[src/rtl/round_robin_arbiter.sv]
// round_robin_arbiter
//   Four-requester round-robin arbiter with a registered one-hot grant.
//   IDLE searches req starting at the rotating pointer; GRANT holds the
//   winner until done or its request drops, then returns to IDLE for at
//   least one cycle with the pointer advanced past the winner.
//
//   Optional feature: define macro TIMEOUT_EN to add a watchdog that forces
//   release after TIMEOUT_CYCLES cycles in GRANT and pulses timeout.
//   Without TIMEOUT_EN the timeout port is tied low and grants are held
//   indefinitely.
//
// Ports
//   clk     : clock, rising edge
//   reset   : synchronous, active-high
//   req     : request lines, bit i = requester i
//   done    : release pulse from the current grant holder
//   gnt     : registered one-hot grant (0000 when nothing is granted)
//   busy    : registered, high while in GRANT
//   timeout : one-cycle pulse on forced release (0 without TIMEOUT_EN)
module round_robin_arbiter #(
    parameter int unsigned TIMEOUT_CYCLES = 16
) (
    input  logic       clk,
    input  logic       reset,
    input  logic [3:0] req,
    input  logic       done,
    output logic [3:0] gnt,
    output logic       busy,
    output logic       timeout
);

    typedef enum logic {
        IDLE  = 1'b0,
        GRANT = 1'b1
    } state_t;

    state_t     state, state_nxt;
    logic [1:0] ptr, ptr_nxt;
    logic [1:0] gidx, gidx_nxt;   // index of the current grant holder
    logic [3:0] gnt_nxt;
    logic [1:0] cand;
    logic       found;
    logic       release_c;        // normal release requested by holder
    logic       expire;           // watchdog limit reached this cycle

    assign release_c = done || !req[gidx];

    always_comb begin
        state_nxt = state;
        gnt_nxt   = gnt;
        ptr_nxt   = ptr;
        gidx_nxt  = gidx;
        found     = 1'b0;
        cand      = '0;
        case (state)
            IDLE: begin
                gnt_nxt = '0;
                for (int unsigned i = 0; i < 4; i++) begin
                    cand = ptr + 2'(i);
                    if (!found && req[cand]) begin
                        found    = 1'b1;
                        gidx_nxt = cand;
                    end
                end
                if (found) begin
                    state_nxt = GRANT;
                    gnt_nxt   = 4'b0001 << gidx_nxt;
                end
            end
            GRANT: begin
                if (release_c || expire) begin
                    state_nxt = IDLE;
                    gnt_nxt   = '0;
                    ptr_nxt   = gidx + 2'd1;
                end
            end
            default: begin
                state_nxt = IDLE;
                gnt_nxt   = '0;
            end
        endcase
    end

    always_ff @(posedge clk) begin
        if (reset) begin
            state <= IDLE;
            gnt   <= '0;
            busy  <= 1'b0;
            ptr   <= '0;
            gidx  <= '0;
        end else begin
            state <= state_nxt;
            gnt   <= gnt_nxt;
            busy  <= (state_nxt == GRANT);
            ptr   <= ptr_nxt;
            gidx  <= gidx_nxt;
        end
    end

`ifdef TIMEOUT_EN
    localparam int unsigned CW = (TIMEOUT_CYCLES < 2) ? 1 : $clog2(TIMEOUT_CYCLES + 1);

    logic [CW-1:0] cnt;

    // cnt holds k-1 during the k-th GRANT cycle, so the grant is visible
    // for exactly TIMEOUT_CYCLES cycles before the forced release.
    assign expire = (state == GRANT) && (cnt == CW'(TIMEOUT_CYCLES - 1));

    always_ff @(posedge clk) begin
        if (reset) begin
            cnt     <= '0;
            timeout <= 1'b0;
        end else begin
            cnt     <= (state == GRANT) ? cnt + CW'(1) : '0;
            // a normal release on the limit cycle wins over the watchdog
            timeout <= expire && !release_c;
        end
    end
`else
    logic unused_timeout_cfg;
    assign unused_timeout_cfg = (TIMEOUT_CYCLES != 0);
    assign expire  = 1'b0;
    assign timeout = 1'b0;
`endif

endmodule

[config.mk]
export PLATFORM = sky130hd
export DESIGN_NAME = round_robin_arbiter
export DESIGN_NICKNAME = d
export VERILOG_FILES = /design/src/rtl/round_robin_arbiter.sv
export SDC_FILE = /design/constraint.sdc
export NUM_CORES = 1
export LEC_CHECK = 0
export ABC_AREA = 1
export BUFFER_PORTS_ARGS = -buffer_cell sky130_fd_sc_hd__buf_4
export CORE_UTILIZATION = 45
export CTS_CLUSTER_SIZE = 14
export DETAILED_ROUTE_END_ITERATION = 12
export PLACE_DENSITY_LB_ADDON = 0.05
export SYNTH_ARGS = -nofsm -noshare
export SYNTH_HDL_FRONTEND = slang
export SYNTH_SLANG_ARGS = --single-unit
[constraint.sdc]
create_clock -name clk -period 2 [get_ports clk]
set_input_delay 0.4 -clock clk [delete_from_list [all_inputs] [get_ports clk]]
set_output_delay 0.4 -clock clk [all_outputs]
set_load 0.02 [all_outputs]
==> flow_summary.yaml <==
run_status:
  status: "finished clean"
worst_setup_path:
  worst_ep_required_time_ns: 2.19
  r2r_start: "ptr[1]"
  rr_worst_depth: 12
  cp-end-kind: "flop"
  rrSetupSlack_ns: 0.33
  critPathLaunchType: "flop"
  cp.arrival_ns: 1.86
  worstSetupPathType: "flop to flop"
  reg2reg_to: "gnt[1]"
  critPathLaunch: "ptr[1]"
  crit_path_max_fanout: 6
final_layout:
  layout_commonest_cell: "nand2_1"
  final_core_util_pct: 57.9
  layoutNonFillerInstCount: 173
  nets: 157
  mostFrequentLayoutCells: "nand2_1 (42), inv_1 (15), nand2_2 (15), nand3_1 (13), buf_4 (12)"
  layout-drive-gt1-share_pct: 26.8
  fillers: 176
  syn_to_final_growth_pct: 13.9
  design_area_um2: 923
  multi_input_area_um2: 522
  antenna_cells: 0
  seq_area_um2: 180
timing:
  finalSetupViolCount: 0
  hold_ws_ns: 0.371
  fin_worst_skew_ns: 0.00420
  rsz0062_at_grt: "no"
  min_period_ns: 1.67
  fmax_mhz: 600
  hold_violations: 0
  slew_viol_final: 0
  timing.setup.tns_ns: 0
  finalCritPeriodShare_pct: 83.4
die:
  io_pins: 13
  rows: 14
  die_width_um: 44.4
  start_util_pct: 50.9
  fp.coreArea_mm2: 0.00159
  die_y_um: 44.4
  dieArea_mm2: 0.00198
drt:
  drc: 0
  dr.pass1.iters: 4
  ant_nets: 0
  vias: 831
  wire_per_inst_um: 9.96
  via_per_inst: 4.80
  totalWireLength_mm: 1.72
  drt_iter0_markers: 17
synth:
  yosys.area_share.simple_pct: 52.0
  synthMuxAreaShare_pct: 0
  synth_area_um2: 811
  synth_fa_ha_area_share_pct: 0
  yosysWarnings: 0
  yosysUniqueCellTypes: 22
  synth-seq-cells: 9
  synthXorXnorAreaFrac_pct: 0
  synth_cells: 137
  avgSynthCellArea_um2: 5.92
  synth_fp_nets: 144
  synth-seq-area-share_pct: 22.2
  synth_top_family_by_area: "simple AND/OR/NAND/NOR gates"
  synth-compound-area-share_pct: 11.9
global_route:
  grt_max_degree: 13
  met3_usage_pct: 6.12
  grt_pass1_vias: 744
  grt_use_met1_pct: 32.3
  grt_pass1_wl_mm: 3.19
  grt_usage_pct: 21.8
  antenna_found_initial: 0
  met2_usage_pct: 31.5
  busiest_layer: "met1"
  overflow: 0
power_and_ir_drop:
  share_comb_of_total_power_pct: 63.7
  p_sw_mw: 0.619
  power_frac_seq_pct: 24.6
  ir_worst_vdd_mv: 0.714
  p_int_mw: 0.587
  p_clk_share_pct: 11.7
  power.density_mw_per_mm2: 1310
  power.leakage_nw: 0.473
  switching_share_pct: 51.3
clock_tree:
  cts_buffer_depth: 2
  clkTransAtPathRegs_ns: 0.06
  cts_tree: "built"
  clockRootBuffer: "clkbuf_4"
  clk_latency_ns: 0.26
  cts.sinks: 9
  htreeDepth: 1
  cts_buffers: 3
  postCtsSetupRepairBufs: 0
  postCtsHoldBufs: 0
  ctsResizeCount: 0
placed_design:
  port-buffer-count: 11
  dp_cells: 169
  placed_area_um2: 897
  place_hpwl_mm: 1.34
  routabilityCongestion: 0.812
min_path:
  worstHoldEndpoint: "gnt[2]"
  worstHoldPathCells: 2
  min_path_type: "input pin to flop"
  hp-start: "reset"
run:
  drv_cap: 0
-- kinds of logic after synthesis --
group | after synthesis
AOI/OAI and AO/OA | 17
buffers and inverters | 24
DFF | 9
other | 1
and+or+nand+nor | 86
-- worst max-delay path: stages, from the launching register on --
cell and delay (ns):
dfxtp_1 0.45, inv_2 0.12, nand2_2 0.08, nand2_2 0.09, nand2_2 0.10, nand2_4 0.08
nor2_4 0.12, nand3_4 0.11, nand2_2 0.08, nand2_2 0.05, nand2_2 0.10, nand3_1 0.08
a21oi_1 0.13
-- power groups by stage --
stage | Sequential, mW | Combinational [mW] | Clock [mW]
6_report | 0.297 | 0.769 | 0.141
5_1_grt | 0.308 | 0.872 | 0.156
4_1_cts | 0.296 | 0.774 | 0.144
3_5_place_dp | 0.299 | 0.768 | 0
3_3_place_gp | 0.299 | 0.765 | 0
2_1_floorplan | 0.326 | 0.580 | 0
-- layer usage --
| metal | routed length [um] | share of wire [%] |
|---|---|---|
| met5 | 0 | 0 |
| met4 | 0 | 0 |
| met3 | 73 | 4.2 |
| met2 | 737 | 43 |
| met1 | 912 | 53 |
-- worst max path at each step --
stage	endpoint	slack (ns)	depth (start not counted)
finish	gnt[1]	0.33	12
global route	gnt[3]	0.15	12
CTS	gnt[1]	0.31	12
detailed placement	gidx[1]	0.33	13
global placement	gnt[3]	0.32	12
floorplan	gnt[0]	0.54	12
-- metrics by stage --
stage	setup slack [ns]	total power, mW
finish	0.332	1.21
global route	0.149	1.34
CTS	0.313	1.21
detailed placement	0.332	1.07
global placement	0.323	1.06
floorplan	0.537	0.907
-- sequential cells by signal, summed over array words and instances (netlist names) --
signal	count
ptr	2
gidx	2
state	1
gnt	4
-- cell type report --
type | count | share of cell area [%]
well taps | 24 | 3.25
multi-input cells | 104 | 56.5
inverters | 20 | 8.13
clock buffers | 4 | 2.85
repair buffers | 12 | 9.76
flip-flops and latches | 9 | 19.5
-- synth_stat cells --
library cell,count,area [um^2]
buf_4,3,22.5
inv_2,4,15.0
nand3_1,13,65.1
nand2_2,15,93.8
nand3_4,1,17.5
buf_6,1,11.3
clkinv_1,1,3.75
dfxtp_1,9,180
conb_1,1,3.75
nor2_4,1,11.3
nor2_1,10,37.5
a21oi_1,8,40.0
o21ai_1,1,5.00
nand2_1,42,158
nand3b_1,1,7.51
nand2_4,1,11.3
o21ai_2,1,8.76
inv_1,15,56.3
a211oi_1,2,15.0
a21o_1,1,7.51
nand3_2,2,20.0
o21ai_0,4,20.0
(Power assumes the default switching activity.)
